### config.mk
export PLATFORM = sky130hd
export DESIGN_NAME = particle_store_arb
export DESIGN_NICKNAME = d
export VERILOG_FILES = /design/src/rtl/pstore_pkg.sv /design/src/rtl/rr_arbiter.sv /design/src/rtl/particle_store_arb.sv
export SDC_FILE = /design/constraint.sdc
export NUM_CORES = 1
export LEC_CHECK = 0
export CAP_MARGIN = 5
export CORE_UTILIZATION = 39
export DETAILED_ROUTE_END_ITERATION = 12
export PLACE_DENSITY_LB_ADDON = 0.1
export SLEW_MARGIN = 20
export SYNTH_ARGS = -nofsm -noshare
export SYNTH_HDL_FRONTEND = slang
export SYNTH_SLANG_ARGS = --single-unit
### constraint.sdc
create_clock -name clk -period 7 [get_ports clk]
set_input_delay 1.05 -clock clk [delete_from_list [all_inputs] [get_ports clk]]
set_output_delay 1.05 -clock clk [all_outputs]
set_load 0.005 [all_outputs]
### src/rtl/pstore_pkg.sv
// Shared constants and types for the particle record store and its arbiter.
// Store geometry lives here so the controller and any store model agree on it.
package pstore_pkg;

    localparam int AW    = 10;
    localparam int DW    = 10;
    localparam int DEPTH = 2 ** AW;

    typedef struct packed {
        logic [DW-1:0] eta;
        logic [DW-1:0] phi;
        logic [DW-1:0] et;
        logic [DW-1:0] e;
    } rec_t;

    // Store write-enable encoding.
    typedef enum logic {
        GET = 1'b0,
        PUT = 1'b1
    } st_op_e;

endpackage

### src/rtl/rr_arbiter.sv
// NREQ-wide round-robin arbiter: grants the first request at or after ptr_i,
// wrapping modulo NREQ. Purely combinational; the caller owns the pointer.
module rr_arbiter #(
    parameter int NREQ = 4,
    parameter int PW   = (NREQ > 1) ? $clog2(NREQ) : 1
) (
    input  logic [NREQ-1:0] req_i,
    input  logic [PW-1:0]   ptr_i,
    output logic [NREQ-1:0] gnt_o,
    output logic [PW-1:0]   idx_o
);

    logic found;

    // NOTE: every output of a combinational block gets a default first, so no path leaves it unassigned and no latch is inferred.
    always_comb begin
        gnt_o = '0;
        idx_o = '0;
        found = 1'b0;
        // Outer loop walks the rotated search order; inner loop maps it to a fixed bit.
        for (int i = 0; i < NREQ; i++) begin
            for (int j = 0; j < NREQ; j++) begin
                if (!found && req_i[j] && (j == (int'(ptr_i) + i) % NREQ)) begin
                    found    = 1'b1;
                    gnt_o[j] = 1'b1;
                    idx_o    = PW'(j);
                end
            end
        end
    end

endmodule

### src/rtl/particle_store_arb.sv
// Arbiter in front of the single-port particle record store: one loader, NREQ readers,
// one access per cycle. Define PSTORE_STARVE_GUARD_EN to bound write bursts against pending reads.
module particle_store_arb
    import pstore_pkg::*;
#(
    parameter int NREQ         = 4,
    parameter int MAX_WR_BURST = 8
) (
    input  logic                 clk,
    input  logic                 rst,
    input  logic                 evt_start,
    input  logic                 wr_valid,
    output logic                 wr_ready,
    input  logic [DW-1:0]        wr_eta,
    input  logic [DW-1:0]        wr_phi,
    input  logic [DW-1:0]        wr_et,
    input  logic [DW-1:0]        wr_e,
    input  logic [NREQ-1:0]      rd_req,
    input  logic [NREQ*AW-1:0]   rd_addr,
    output logic [NREQ-1:0]      rd_gnt,
    output logic [NREQ-1:0]      rd_valid,
    output logic                 rd_oob,
    output logic [DW-1:0]        rd_eta,
    output logic [DW-1:0]        rd_phi,
    output logic [DW-1:0]        rd_et,
    output logic [DW-1:0]        rd_e,
    output logic                 st_we,
    output logic [AW-1:0]        st_addr,
    output logic [DW-1:0]        st_eta,
    output logic [DW-1:0]        st_phi,
    output logic [DW-1:0]        st_et,
    output logic [DW-1:0]        st_e,
    input  logic [DW-1:0]        st_eta_q,
    input  logic [DW-1:0]        st_phi_q,
    input  logic [DW-1:0]        st_et_q,
    input  logic [DW-1:0]        st_e_q,
    output logic [AW:0]          count,
    output logic                 full
);

    localparam int          PW      = (NREQ > 1) ? $clog2(NREQ) : 1;
    localparam logic [AW:0] DEPTH_C = (AW + 1)'(DEPTH);

    logic [AW:0]     count_q, count_d;
    logic            full_q, full_d;
    logic [PW-1:0]   rr_ptr_q, rr_ptr_d;
    logic [NREQ-1:0] rd_valid_q, rd_valid_d;
    logic            rd_oob_q, rd_oob_d;
    rec_t            hold_q;

    logic [NREQ-1:0] arb_gnt;
    logic [PW-1:0]   arb_idx;
    logic            wr_win, rd_win, guard_block;
    logic [AW-1:0]   sel_addr;
    st_op_e          st_op;
    rec_t            wr_rec, ret_rec, st_rec, rd_rec;

    rr_arbiter #(
        .NREQ (NREQ),
        .PW   (PW)
    ) u_rr_arbiter (
        .req_i (rd_req),
        .ptr_i (rr_ptr_q),
        .gnt_o (arb_gnt),
        .idx_o (arb_idx)
    );

    // Reset gates the combinational grants too, so every output reads 0 while rst is low.
    assign wr_win   = rst && !evt_start && wr_valid && !full_q && !guard_block;
    assign rd_win   = rst && !evt_start && !wr_win && (|rd_req);
    assign wr_ready = wr_win;
    assign rd_gnt   = rd_win ? arb_gnt : '0;

`ifdef PSTORE_STARVE_GUARD_EN
    localparam int BW = $clog2(MAX_WR_BURST + 1);

    logic [BW-1:0] burst_q, burst_d;

    // A blocked cycle always clears the counter so writes resume even if the reader left.
    assign guard_block = (burst_q >= BW'(MAX_WR_BURST));

    always_comb begin
        burst_d = burst_q;
        if (evt_start || rd_win || guard_block) begin
            burst_d = '0;
        end else if (wr_win && (|rd_req)) begin
            burst_d = burst_q + 1'b1;
        end
    end

    always_ff @(posedge clk or negedge rst) begin
        if (!rst) begin
            burst_q <= '0;
        end else begin
            burst_q <= burst_d;
        end
    end
`else
    assign guard_block = 1'b0;
`endif

    always_comb begin
        sel_addr = '0;
        for (int k = 0; k < NREQ; k++) begin
            if (arb_gnt[k]) begin
                sel_addr = rd_addr[k*AW +: AW];
            end
        end
    end

    assign wr_rec  = '{eta: wr_eta, phi: wr_phi, et: wr_et, e: wr_e};
    assign ret_rec = '{eta: st_eta_q, phi: st_phi_q, et: st_et_q, e: st_e_q};

    always_comb begin
        st_op   = GET;
        st_addr = '0;
        st_rec  = '0;
        if (wr_win) begin
            st_op   = PUT;
            st_addr = count_q[AW-1:0];
            st_rec  = wr_rec;
        end else if (rd_win) begin
            st_addr = sel_addr;
        end
    end

    assign st_we  = (st_op == PUT);
    assign st_eta = st_rec.eta;
    assign st_phi = st_rec.phi;
    assign st_et  = st_rec.et;
    assign st_e   = st_rec.e;

    always_comb begin
        count_d = count_q;
        if (evt_start) begin
            count_d = '0;
        end else if (wr_win && (count_q != DEPTH_C)) begin
            count_d = count_q + 1'b1;
        end
        full_d = (count_d == DEPTH_C);

        rr_ptr_d = rr_ptr_q;
        if (rd_win) begin
            rr_ptr_d = (int'(arb_idx) == NREQ - 1) ? '0 : arb_idx + 1'b1;
        end

        // Out-of-bounds is judged against the fill level at grant time.
        rd_valid_d = rd_gnt;
        rd_oob_d   = rd_win && ({1'b0, sel_addr} >= count_q);
    end

    // Return bus follows the store while valid and otherwise holds the last record.
    assign rd_rec = (|rd_valid_q) ? ret_rec : hold_q;

    // NOTE: sequential state uses non-blocking assignments so every register samples pre-edge values.
    always_ff @(posedge clk or negedge rst) begin
        if (!rst) begin
            count_q    <= '0;
            full_q     <= 1'b0;
            rr_ptr_q   <= '0;
            rd_valid_q <= '0;
            rd_oob_q   <= 1'b0;
            hold_q     <= '0;
        end else begin
            count_q    <= count_d;
            full_q     <= full_d;
            rr_ptr_q   <= rr_ptr_d;
            rd_valid_q <= rd_valid_d;
            rd_oob_q   <= rd_oob_d;
            hold_q     <= rd_rec;
        end
    end

    assign count    = count_q;
    assign full     = full_q;
    assign rd_valid = rd_valid_q;
    assign rd_oob   = rd_oob_q;
    assign rd_eta   = rd_rec.eta;
    assign rd_phi   = rd_rec.phi;
    assign rd_et    = rd_rec.et;
    assign rd_e     = rd_rec.e;

endmodule
==> flow_summary.yaml, run 1 <==
run:
  maxCapViolations: 0
cells_and_area:
  finish.cell_count_without_fillers: 687
  layout-drive-gt1-share: 0.102
  areaGrowthSynthToFinish_pct: 77.3
  final_nets: 713
  postLayoutCellArea_mm2: 0.00617
synth:
  synth-main-ff-cell: "sky130_fd_sc_hd__dfrtp_1"
  synth_top_cell_by_area: "sky130_fd_sc_hd__dfrtp_1"
  postSynthRegisterBits: 59
  synthesis.area_per_instance_um2: 10.2
  synthesis.instances: 342
  async_flop_share: 1.00
  synth-warning-count: 0
  yosys.cell_types.count: 45
  syn-cell-area_mm2: 0.00348
  synth_top_cells_by_area: "sky130_fd_sc_hd__dfrtp_1 (42%), sky130_fd_sc_hd__mux2_2 (9.1%), sky130_fd_sc_hd__and2_1 (7.5%)"
  synth-edff-count: 0
  synth_largest_type_area_fraction: 0.424
  synth_nets: 482
  synth_seq_area_share: 0.424
pwr:
  internal_power_mw: 1.10
  pwr-share-seq: 0.324
  overall_power_mw: 1.53
  worst_vdd_ir_uv: 101
  power_frac_clock: 0.237
  switching_share: 0.280
  p_switching_uw: 429
  power.share.combinational: 0.440
  power.density_cell_area_mw_per_mm2: 248
  reported_leakage_power_nw: 2.49
cts:
  cts_inserted_buffers: 9
  post_cts_setup_inserts: 0
  cts_tree: "built"
  h-tree-depth: 3
  clock_sinks: 59
  cts_hold_buf: 0
  clk_pin_slew_worst_paths_ns: 0.06
  cts-resized-gates: 0
  clock_path_buffers: 2
  cts_root_buf: "sky130_fd_sc_hd__clkbuf_8"
  clk-insertion-delay-late_ns: 0.34
sta:
  final.period_utilization: 0.729
  relSlewSlack: 0.374
  maximum_operating_frequency_mhz: 196
  fin_worst_setup_slack_ns: 1.90
  tightest_slew_ns: 0.940
  setup_viol_count_final: 0
  hold_violations: 0
  drv_slew: 0
  final_period_minus_worst_setup_slack_ns: 5.10
  fin_worst_skew_ns: 0.00967
  setup_repair_after_global_routing_missed_its_margin: "false"
  totalNegativeSetupSlack_ns: 0
min_path:
  hold_path_depth: 1
  min_delay_worst_endpoint: "hold_q[12]"
  timing.hold.worst.class: "reg2reg"
  worst_hold_startpoint: "hold_q[12]"
critical_path:
  r2r_end: "rd_oob"
  reg2reg_slack_ns: 3.83
  r2r_cells: 13
  start_kind: "input pin"
  critical_path.reg2reg.startpoint: "rr_ptr_q[0]"
  critical_path_required_ns: 5.95
  setup.worst_path.class: "in2out"
  crit_path_end_kind: "output pin"
  path_max_fanout: 17
  worstPathArrival_ns: 4.05
outcome:
  outcome: "complete, no violations"
floorplan:
  fp.dieW_um: 96.5
  io-pin-count: 241
  area_of_the_die_mm2: 0.00931
  placement_rows: 34
  start_util: 0.401
  die_h_um: 96.5
  placeableCoreArea_mm2: 0.00868
placement:
  detailedPlacementHpwl_um: 9340
  place_area_mm2: 0.00593
  gp_congestion: 0.854
  post-place-ws_ns: 1.67
  placedCellCount: 669
  port_buffers: 240
detailed_routing:
  detail_route.iter0.violations: 118
  wire_per_inst_um: 17.7
  routed-via-count: 3585
  postRouteWirelength_um: 12100
  drc: 0
  drt-pass1-iter-count: 5
  detail-route-antenna-nets: 0
  viasPerCell: 5.22
grt:
  grt_pass1_vias: 3564
  global_route_usage_sum: 0.254
  grt_first_pass_wirelength_um: 17800
  antenna_found_initial: 1
  sum_of_overflow_across_all_layers_after_global_routing: 0
  grt_start_max_net_pins: 56
-- logic make-up after synthesis --
family | count (synthesis) | share of synthesized area
and+or+nand+nor | 125 | 0.207
DFF | 59 | 0.424
AOI/OAI and AO/OA | 56 | 0.119
muxes | 40 | 0.129
buffers and inverters | 38 | 0.0481
xor gates and xnor gates | 12 | 0.0302
adders and majority gates | 12 | 0.0431
-- how the worst max path moves through the flow --
stage / startpoint / endpoint / slack (ns) / cells past startpoint
6_report: rd_req[0] / st_addr[0] / 1.90 / 8
5_1_grt: rd_req[0] / st_addr[0] / 1.74 / 8
4_1_cts: evt_start / st_addr[5] / 1.66 / 6
3_5_place_dp: evt_start / rd_gnt[2] / 1.67 / 6
3_3_place_gp: evt_start / rd_gnt[0] / 1.75 / 6
2_1_floorplan: rd_req[0] / rd_gnt[1] / 3.67 / 5
-- stage by stage --
step / util / hold WS [ns]
CTS: 0.710 / 0.493
finish: 0.712 / 0.489
global route: 0.712 / 0.512
detailed placement: 0.683 / 0.478
global placement: 0.683 / 0.470
floorplan: - / 0.483
-- cell usage after synthesis, types with 2 or more instances --
cell type	count
sky130_fd_sc_hd__a21oi_1	15
sky130_fd_sc_hd__a22o_1	11
sky130_fd_sc_hd__a22oi_1	10
sky130_fd_sc_hd__a31oi_1	2
sky130_fd_sc_hd__and2_1	42
sky130_fd_sc_hd__and3_1	3
sky130_fd_sc_hd__buf_2	3
sky130_fd_sc_hd__buf_6	2
sky130_fd_sc_hd__clkbuf_1	17
sky130_fd_sc_hd__dfrtp_1	59
sky130_fd_sc_hd__ha_1	12
sky130_fd_sc_hd__inv_1	13
sky130_fd_sc_hd__mux2_1	12
sky130_fd_sc_hd__mux2_2	28
sky130_fd_sc_hd__nand2_1	6
sky130_fd_sc_hd__nand2b_1	6
sky130_fd_sc_hd__nand3_1	31
sky130_fd_sc_hd__nor2_1	19
sky130_fd_sc_hd__nor3_1	3
sky130_fd_sc_hd__nor3_2	2
sky130_fd_sc_hd__nor4_1	4
sky130_fd_sc_hd__o21ai_0	6
sky130_fd_sc_hd__o22ai_1	3
sky130_fd_sc_hd__or3_1	2
sky130_fd_sc_hd__xnor2_1	9
sky130_fd_sc_hd__xor2_1	3
-- sequential cells by signal, indices dropped and copies added, names as in the netlist --
signal	count
rr_ptr_q	2
rd_valid	4
hold_q	40
count	11
rd_oob	1
full	1
-- critical path: stages --
cell	delay, ns
sky130_fd_sc_hd__clkdlybuf4s50_1	0.70
sky130_fd_sc_hd__nor2_1	0.39
sky130_fd_sc_hd__a21oi_1	0.10
sky130_fd_sc_hd__o22ai_1	0.72
sky130_fd_sc_hd__nand2_1	0.12
sky130_fd_sc_hd__o211ai_1	0.27
sky130_fd_sc_hd__a22o_1	0.18
sky130_fd_sc_hd__clkdlybuf4s50_1	0.51
-- routing by layer --
layer,vias to the layer above,share of wire,track usage
li1,1666,-,-
met1,1690,0.37,0.271
met2,200,0.50,0.463
met3,29,0.10,0.0892
met4,0,0.025,0.0846
met5,-,0,0
-- cell type report --
type / count / area (µm²)
timing repair buffer: 243 / 2420
inverter: 15 / 58.8
fill: 686 / 2500
tap: 108 / 135
antenna: 1 / 2.50
sequential: 59 / 1480
clock buffer: 10 / 138
clock inverter: 6 / 95.1
multi-input combinational: 245 / 1850
-- placed cells by master, fill, tap and decap left out, types with 6 or more instances in the layout --
cell,n
sky130_fd_sc_hd__ha_1,12
sky130_fd_sc_hd__inv_1,13
sky130_fd_sc_hd__nand2_1,6
sky130_fd_sc_hd__dfrtp_1,59
sky130_fd_sc_hd__mux2_2,28
sky130_fd_sc_hd__xnor2_1,9
sky130_fd_sc_hd__clkdlybuf4s50_1,239
sky130_fd_sc_hd__nor2_1,19
sky130_fd_sc_hd__nand3_1,31
sky130_fd_sc_hd__a22o_1,11
sky130_fd_sc_hd__a21oi_1,15
sky130_fd_sc_hd__nand2b_1,6
sky130_fd_sc_hd__clkbuf_8,10
sky130_fd_sc_hd__mux2_1,12
sky130_fd_sc_hd__o21ai_0,6
sky130_fd_sc_hd__and2_1,42
sky130_fd_sc_hd__a22oi_1,10
-- power groups by stage --
stage / Clock (mW) / Combinational (mW) / Sequential, mW
after floorplan: 0 / 0.287 / 0.489
after global placement: 0 / 0.662 / 0.497
after detailed placement: 0 / 0.676 / 0.504
after CTS: 0.368 / 0.680 / 0.497
after global routing: 0.385 / 0.739 / 0.512
final: 0.362 / 0.674 / 0.495
(Power assumes the default switching activity.)
==> inputs of run 2 (changes only) <==
Settings changed: CORE_UTILIZATION 39 to 36.
Clock period 7 ns to 5.1 ns, I/O delays scaled along.
==> run 2 against run 1 <==
Routed wire length shrank 8.9%; critical path type unchanged; via count shrank 2.5%; clock skew grew 0.00094 ns; combinational power grew 38%; worst setup slack lost 1.2 ns; die area grew 8.2%; register-to-register slack lost 1.8 ns; first-iteration DRC count grew 64%.
==> flow_summary.yaml, run 2 (synthesized netlist as in run 1, its figures left out) <==
sta:
  totalNegativeSetupSlack_ns: 0
  tightest_slew_ns: 0.830
  final.period_utilization: 0.854
  hold_violations: 0
  relSlewSlack: 0.447
  final_period_minus_worst_setup_slack_ns: 4.36
  setup_repair_after_global_routing_missed_its_margin: "false"
  setup_viol_count_final: 0
  fin_worst_skew_ns: 0.0106
  drv_slew: 0
  maximum_operating_frequency_mhz: 229
grt:
  grtUsageMet2: 0.365
  antenna_found_initial: 0
  grt_start_max_net_pins: 56
  sum_of_overflow_across_all_layers_after_global_routing: 0
  global_route_usage_sum: 0.216
  grt-busiest-layer: "met2"
  grt_first_pass_wirelength_um: 17100
  grt_pass1_vias: 3467
  met3_resource_use_gr: 0.0508
  use_met1: 0.280
cts:
  cts_hold_buf: 0
  cts_inserted_buffers: 9
  post_cts_setup_inserts: 0
  h-tree-depth: 3
  cts-resized-gates: 0
  cts_tree: "built"
  clk-insertion-delay-late_ns: 0.34
  clock_path_buffers: 2
  cts_root_buf: "sky130_fd_sc_hd__clkbuf_8"
  clk_pin_slew_worst_paths_ns: 0.07
  clock_sinks: 59
cells_and_area:
  top_register: "hold_q"
  filler_cell_count: 733
  areaGrowthSynthToFinish_pct: 78.7
  layout-drive-gt1-share: 0.105
  final_common_cell: "sky130_fd_sc_hd__clkdlybuf4s50_1"
  leading_cell_types_in_the_layout_fill_and_taps_excluded: "sky130_fd_sc_hd__clkdlybuf4s50_1 (239), sky130_fd_sc_hd__dfrtp_1 (59), sky130_fd_sc_hd__and2_1 (42)"
  largest_register_ffs: 40
  layout.core_utilization: 0.667
  final_nets: 715
  diodes: 0
critical_path:
  critical_path_required_ns: 4.34
  r2r_end: "rd_oob"
  crit_path_end_kind: "output pin"
  reg2reg_slack_ns: 2.04
  r2r_cells: 13
  timing.critical_path.from: "rd_req[0]"
  setup.worst_path.class: "in2out"
  critPathMaxStageDelay_ns: 0.71
  worst_setup_path_end: "st_addr[0]"
  critical_path.reg2reg.startpoint: "rr_ptr_q[0]"
  timing.critical_path.cells: "clkdlybuf4s50_1 -> nor2_1 -> a21oi_1 -> o22ai_1 -> nand2_1 -> o211ai_1 -> a22o_1 -> clkdlybuf4s50_1"
  start_kind: "input pin"
  worstPathArrival_ns: 3.59
  path_max_fanout: 17
  crit_slowest_cell: "sky130_fd_sc_hd__clkdlybuf4s50_1"
  timing.critical_path.mode_cell: "sky130_fd_sc_hd__clkdlybuf4s50_1"
detailed_routing:
  detail-route-antenna-nets: 0
  drt-pass1-iter-count: 7
  wire_per_inst_um: 15.6
  routed-via-count: 3496
  drc: 0
  detail_route.iter0.violations: 194
  viasPerCell: 4.93
  postRouteWirelength_um: 11100
floorplan:
  area_of_the_die_mm2: 0.0101
  io-pin-count: 241
  start_util: 0.373
  placeableCoreArea_mm2: 0.00933
  die_h_um: 100
  placement_rows: 35
  fp.dieW_um: 100
pwr:
  worst_vdd_ir_uv: 153
  reported_leakage_power_nw: 2.50
  power.density_cell_area_mw_per_mm2: 343
placement:
  detailedPlacementHpwl_um: 8500
  port_buffers: 240
  gp_congestion: 0.926
outcome:
  outcome: "complete, no violations"
min_path:
  timing.hold.worst.class: "reg2reg"
run:
  maxCapViolations: 0
run 2: changes by cell type in the layout (fill, tap and decap cells not counted):
| cell | change |
|---|---|
| sky130_fd_sc_hd__clkbuf_8 | -1 |
| sky130_fd_sc_hd__clkinvlp_4 | +1 |
| sky130_fd_sc_hd__bufinv_16 | +1 |
| sky130_fd_sc_hd__buf_6 | -1 |
| sky130_fd_sc_hd__inv_6 | -1 |
| sky130_fd_sc_hd__diode_2 | -1 |
| sky130_fd_sc_hd__buf_4 | +3 |
run 2: worst min path at each step:
stage | endpoint | startpoint | slack [ns] | cells past startpoint
after global placement | hold_q[39] | hold_q[39] | 0.47 | 1
after global routing | hold_q[5] | hold_q[5] | 0.51 | 1
after CTS | hold_q[5] | hold_q[5] | 0.50 | 1
final | hold_q[5] | hold_q[5] | 0.49 | 1
after floorplan | count[0] | rst | 0.47 | 0
after detailed placement | hold_q[5] | hold_q[5] | 0.48 | 1
run 2: stage by stage:
| stage | instance area, µm² | worst slack (ns) | total power, mW | hold slack [ns] | cells |
|---|---|---|---|---|---|
| after floorplan | 3480 | 2.20 | 1.07 | 0.469 | 342 |
| after global placement | 5980 | 0.883 | 1.60 | 0.471 | 693 |
| after detailed placement | 5980 | 0.818 | 1.63 | 0.479 | 693 |
| after CTS | 6220 | 0.783 | 2.16 | 0.496 | 709 |
| after global routing | 6220 | 0.506 | 2.27 | 0.512 | 709 |
| final | 6220 | 0.742 | 2.14 | 0.493 | 709 |
run 2: cell type report:
class	instances	area, µm²	area share
repair buffers	245	2430	0.391
multi-input cells	245	1850	0.296
flip-flops and latches	59	1480	0.237
well taps	129	161	0.0259
clock buffers	9	124	0.0199
clock inverters	7	124	0.0199
inverters	15	58.8	0.00945
run 2: metal layers:
metal,share of wire,vias up,wire (µm)
li1,-,1676,-
met5,0,-,0
met2,0.49,178,5370
met3,0.073,13,812
met4,0.012,0,132
met1,0.43,1629,4750
run 2: worst max-delay path, delay by kind of cell:
family	cells	cell delay (ns)
buffers and inverters	2	1.22
AOI/OAI and AO/OA	4	1.13
and+or+nand+nor	2	0.48
run 2: report_power, final:
group | leakage (nW) | internal [mW] | switching, mW
sequential | 0.724 | 0.634 | 0.0464
clock | 0.120 | 0.328 | 0.201
combinational | 1.66 | 0.586 | 0.342
